`config.mk`:
```
export PLATFORM = sky130hd
export DESIGN_NAME = ex_mem_reg
export DESIGN_NICKNAME = d
export VERILOG_FILES = /design/src/rtl/ex_mem_reg.sv
export SDC_FILE = /design/constraint.sdc
export NUM_CORES = 1
export LEC_CHECK = 0
export CORE_ASPECT_RATIO = 1.5
export CORE_MARGIN = 3
export CORE_UTILIZATION = 50
export CTS_BUF_LIST = sky130_fd_sc_hd__clkbuf_4 sky130_fd_sc_hd__clkbuf_8 sky130_fd_sc_hd__clkbuf_16
export DETAILED_ROUTE_END_ITERATION = 10
export DONT_BUFFER_PORTS = 1
export PLACE_DENSITY = 0.69
export SLEW_MARGIN = 20
export SYNTH_ARGS = -nofsm -noshare
export SYNTH_HDL_FRONTEND = slang
export SYNTH_SLANG_ARGS = --single-unit
```
`constraint.sdc`:
```
create_clock -name clk -period 3.3 [get_ports clk]
set_input_delay 0.66 -clock clk [delete_from_list [all_inputs] [get_ports clk]]
set_output_delay 0.66 -clock clk [all_outputs]
set_load 0.01 [all_outputs]
```
`src/rtl/ex_mem_reg.sv`:
```
// EX/MEM pipeline register for a MIPS-style core: decodes the EX instruction,
// registers MEM-stage controls/data, resolves branches and overflow traps.
module ex_mem_reg #(
  parameter logic [31:0] EXC_VECTOR = 32'h8000_0180
) (
  input  logic        clk,
  input  logic        rst_n,
  input  logic        ex_valid,
  input  logic [31:0] ex_instruction,
  input  logic [31:0] ex_pc4,
  input  logic [31:0] ex_alu_result,
  input  logic [2:0]  ex_alu_flags,
  input  logic [31:0] ex_store_data,
  input  logic        mem_stall,
  input  logic        flush,
  input  logic        exc_ack,
  output logic        mem_valid,
  output logic        mem_reg_write,
  output logic        mem_mem_read,
  output logic        mem_mem_write,
  output logic [31:0] mem_alu_result,
  output logic [31:0] mem_store_data,
  output logic [4:0]  mem_write_reg,
  output logic        redirect,
  output logic [31:0] redirect_pc,
  output logic        ovf_exception,
  output logic [31:0] epc
);

  localparam logic [5:0] OP_RTYPE = 6'h00;
  localparam logic [5:0] OP_BEQ   = 6'h04;
  localparam logic [5:0] OP_BNE   = 6'h05;
  localparam logic [5:0] OP_ADDI  = 6'h08;
  localparam logic [5:0] OP_LW    = 6'h23;
  localparam logic [5:0] OP_SW    = 6'h2B;
  localparam logic [5:0] FN_ADD   = 6'h20;
  localparam logic [5:0] FN_SUB   = 6'h22;

  function automatic logic rtype_writes(input logic [5:0] fn);
    case (fn)
      6'h00, 6'h02, 6'h03, 6'h04, 6'h06, 6'h07,
      6'h20, 6'h21, 6'h22, 6'h23, 6'h24, 6'h25, 6'h26, 6'h27,
      6'h2A, 6'h2B: rtype_writes = 1'b1;
      default:      rtype_writes = 1'b0;
    endcase
  endfunction

  function automatic logic itype_writes(input logic [5:0] op);
    case (op)
      6'h08, 6'h09, 6'h0A, 6'h0B, 6'h0C, 6'h0D, 6'h0E,
      OP_LW:   itype_writes = 1'b1;
      default: itype_writes = 1'b0;
    endcase
  endfunction

  logic [5:0]  opcode_s;
  logic [5:0]  funct_s;
  logic        is_rtype_s;
  logic        writes_s;
  logic        taken_s;
  logic        ovf_op_s;
  logic        capture_s;
  logic        live_s;
  logic        trap_s;
  logic [4:0]  dest_s;
  logic [31:0] target_s;

  logic        mem_valid_r;
  logic        mem_reg_write_r;
  logic        mem_mem_read_r;
  logic        mem_mem_write_r;
  logic [31:0] mem_alu_result_r;
  logic [31:0] mem_store_data_r;
  logic [4:0]  mem_write_reg_r;
  logic        redirect_r;
  logic [31:0] redirect_pc_r;
  logic        ovf_exception_r;
  logic [31:0] epc_r;

  // Instruction decode, branch resolution and trap detection for the EX word.
  always_comb begin
    opcode_s   = ex_instruction[31:26];
    funct_s    = ex_instruction[5:0];
    is_rtype_s = (opcode_s == OP_RTYPE);
    if (is_rtype_s) begin
      writes_s = rtype_writes(funct_s);
      dest_s   = ex_instruction[15:11];
      ovf_op_s = (funct_s == FN_ADD) || (funct_s == FN_SUB);
    end else begin
      writes_s = itype_writes(opcode_s);
      dest_s   = ex_instruction[20:16];
      ovf_op_s = (opcode_s == OP_ADDI);
    end
    case (opcode_s)
      OP_BEQ:  taken_s = ex_alu_flags[2];
      OP_BNE:  taken_s = ~ex_alu_flags[2];
      default: taken_s = 1'b0;
    endcase
    target_s  = ex_pc4 + {{14{ex_instruction[15]}}, ex_instruction[15:0], 2'b00};
    // Flush forces a capture even under stall, but the captured slot is a bubble.
    capture_s = flush | ~mem_stall;
    live_s    = ex_valid & ~flush;
    trap_s    = capture_s & live_s & ovf_op_s & ex_alu_flags[0];
  end

  // Pipeline payload and fetch redirect; redirect is a one-cycle pulse per capture.
  always_ff @(posedge clk or negedge rst_n) begin
    if (!rst_n) begin
      mem_valid_r      <= 1'b0;
      mem_reg_write_r  <= 1'b0;
      mem_mem_read_r   <= 1'b0;
      mem_mem_write_r  <= 1'b0;
      mem_alu_result_r <= 32'h0;
      mem_store_data_r <= 32'h0;
      mem_write_reg_r  <= 5'h0;
      redirect_r       <= 1'b0;
      redirect_pc_r    <= 32'h0;
    end else if (capture_s) begin
      mem_valid_r      <= live_s;
      mem_reg_write_r  <= live_s & writes_s & ~trap_s;
      mem_mem_read_r   <= live_s & (opcode_s == OP_LW) & ~trap_s;
      mem_mem_write_r  <= live_s & (opcode_s == OP_SW) & ~trap_s;
      mem_alu_result_r <= ex_alu_result;
      mem_store_data_r <= ex_store_data;
      mem_write_reg_r  <= dest_s;
      redirect_r       <= trap_s | (live_s & taken_s);
      if (trap_s) begin
        redirect_pc_r <= EXC_VECTOR;
      end else if (live_s & taken_s) begin
        redirect_pc_r <= target_s;
      end else begin
        redirect_pc_r <= redirect_pc_r;
      end
    end else begin
      redirect_r <= 1'b0;
    end
  end

  // Sticky overflow state: the first trap owns epc until acknowledged; a trap beats ack.
  always_ff @(posedge clk or negedge rst_n) begin
    if (!rst_n) begin
      ovf_exception_r <= 1'b0;
      epc_r           <= 32'h0;
    end else if (trap_s) begin
      ovf_exception_r <= 1'b1;
      if (!ovf_exception_r || exc_ack) begin
        epc_r <= ex_pc4 - 32'd4;
      end else begin
        epc_r <= epc_r;
      end
    end else if (exc_ack) begin
      ovf_exception_r <= 1'b0;
    end else begin
      ovf_exception_r <= ovf_exception_r;
    end
  end

  assign mem_valid      = mem_valid_r;
  assign mem_reg_write  = mem_reg_write_r;
  assign mem_mem_read   = mem_mem_read_r;
  assign mem_mem_write  = mem_mem_write_r;
  assign mem_alu_result = mem_alu_result_r;
  assign mem_store_data = mem_store_data_r;
  assign mem_write_reg  = mem_write_reg_r;
  assign redirect       = redirect_r;
  assign redirect_pc    = redirect_pc_r;
  assign ovf_exception  = ovf_exception_r;
  assign epc            = epc_r;

endmodule

```
==> impl_metrics.toml <==
[routing]
drcViolationCount = 0
first_pass_iters = 7
drtIter0Drc = 264
routed_wl_um = 20400
viasPerCell = 6.04
num_vias = 5312
ant_nets = 0
routedWlPerCell_um = 23.2

[floorplanning]
core_um2 = 14100
die-height_um = 153
die_area_um2 = 16000
initial_utilization = 0.513
row_count = 53
dieWidth_um = 104
io_pins = 276

[synth]
yosys_warnings = 0
yosys.area.top_type = "dfrtp_1"
yosysUniqueCellTypes = 47
ys.flop_type = "dfrtp_1"
ys_seq_elements = 139
synth_edf_count = 0
synthArstFlopShare = 1.00
synthCells = 682
syn_area_um2 = 7240
yosys.area.top_type_share = 0.480
syn_avg_cell_area_um2 = 10.6
synth_seq_area_share = 0.480
synth_area_leaders = "dfrtp_1 (48%), mux2_2 (11%), ha_1 (5.2%)"
synth_fp_nets = 850

[power_and_ir_drop]
p_sw_w = 0.00119
ir_drop_uv = 250
combPwrFrac = 0.114
p_per_area_nw_per_um2 = 572
clockPowerShare = 0.452
total_power_w = 0.00462
p_int_w = 0.00344
seq_power_share = 0.433
total_leakage_power_nw = 3.52
p_sw_frac = 0.257

[final_layout]
seq_area_um2 = 3480
fill_cells = 1220
multiInputGateArea_um2 = 3620
area_growth_pct = 11.7
mostFrequentLayoutCells = "dfrtp_1 (139), nor2_1 (73), mux2_2 (68), a21oi_1 (63), nand2_1 (42)"
diodes = 0
drive_gt1_frac = 0.169
final_common_cell = "dfrtp_1"
num-nets-final = 845
design_area_um2 = 8090

[clocking]
cts_buffers = 17
path_clk_slew_ns = 0.06
cts_tree = "done"
cts_root_buf = "clkbuf_16"
insertion_delay_ns = 0.40
clockBufferDepth = 2
post_cts_buffers = 0
cts_resized = 0
numClockSinks = 139
h-tree-depth = 4

[sta]
grt_setup_unrepaired = "false"
min_period_over_period = 0.803
worstMarginPinSlew_ns = 1.05
fin_crit_ns = 2.65
fmax_mhz = 377
fin_tns_setup_ns = 0
relSlewSlack = 0.303
finClkSkew_ns = 0.00314
hold_violations = 139
setup_violations = 0
holdWs_ns = -0.0559
slew_violations = 0

[status]
outcome = "finished, violations left"
violations = "hold timing"

[grt]
grt_max_degree = 140
grtUsageTotal = 0.254
grt-ovfl-total = 0
grt_pass1_wl_um = 31400
antenna_found_initial = 0
grt_pass1_vias = 5715

[setup_path]
crit_fanout = 3
endpoint_kind = "register"
crit_arrival_ns = 2.94
startpoint_type = "input pin"
crit_type = "in -> reg"
cp.required_ns = 3.60

[placement]
placed_area_um2 = 7440
hpwl_um = 15700
io_buffers = 0
place.gp.congestion = 0.904

[hold_path]
hold_class = "in -> async"

[flow_run]
maxCapViolCount = 0
==> worst max-delay path: stages <==
cell and delay, ns:
ha_1 0.15, inv_1 0.06, fa_1 0.37, nand2b_1 0.19
a21oi_1 0.25, o31ai_1 0.19, o211a_1 0.29, o21ai_0 0.29
a21oi_1 0.14, xnor2_1 0.15, a22o_1 0.21
==> kinds of logic after synthesis <==
kind of cell             share of synthesized area
XOR/XNOR                                    0.0641
multiplexers                                 0.115
AO/OA/AOI/OAI                                0.145
buffers and inverters                       0.0223
flip-flops                                   0.480
AND/OR/NAND/NOR                              0.118
adder cells (fa/ha/maj)                     0.0546
==> power groups by stage <==
stage / sequential (W) / combinational (W) / clock [W]
3_5_place_dp: 0.00203 / 0.000526 / 0
3_3_place_gp: 0.00203 / 0.000513 / 0
6_report: 0.00200 / 0.000529 / 0.00209
4_1_cts: 0.00201 / 0.000531 / 0.00214
2_1_floorplan: 0.00199 / 0.000434 / 0
5_1_grt: 0.00202 / 0.000590 / 0.00221
==> synthesized netlist by cell type, types with 7 or more instances <==
cell        n
mux2_2     68
clkbuf_1   27
nor2_1     74
mux2i_1     7
ha_1       30
a21o_1     13
a22o_1     27
xor2_1     15
o21ai_0    22
nor3_1     10
nand4_1    10
a21oi_1    64
inv_1      14
nor4_1      9
nand2_1    42
dfrtp_1   139
xnor2_1    38
==> per-stage QoR <==
stage	hold WS (ns)	utilization	std cells	setup WS [ns]
finish	-0.0559	0.573	880	0.650
global route	-0.0881	0.573	880	0.510
CTS	-0.0791	0.573	880	0.665
detailed placement	0.368	0.527	850	0.250
global placement	0.368	0.527	850	0.302
floorplan	0.364	-	682	0.525
==> path summary, 6_finish.rpt <==
path                                         from                to  slack (ns)  cells after the start
worst min-delay path                        rst_n           epc[27]       -0.06                      0
worst min register to register   mem_write_reg[0]  mem_write_reg[0]        0.57                      2
worst max-delay path            ex_instruction[0]   redirect_pc[28]        0.65                     11
max in group asynchronous                   rst_n  mem_write_reg[3]        3.13                      0
worst max register to register      ovf_exception           epc[13]        1.89                      4
min in group clk                            flush         mem_valid        0.32                      1
==> final cells by class <==
cell class / count / share of cell area
Sequential cell: 139 / 0.430
Clock buffer: 17 / 0.0526
Clock inverter: 13 / 0.0269
Tap cell: 192 / 0.0297
Multi-Input combinational cell: 500 / 0.448
Inverter: 14 / 0.00650
Timing Repair Buffer: 5 / 0.00619
==> metal layers <==
metal	vias up	wire length (µm)	GRT usage
met4	0	603	0.111
met1	2531	6410	0.233
met5	-	0	0
met2	295	10900	0.463
met3	43	2480	0.131
li1	2443	-	-
Power figures use the tool's default switching activity.
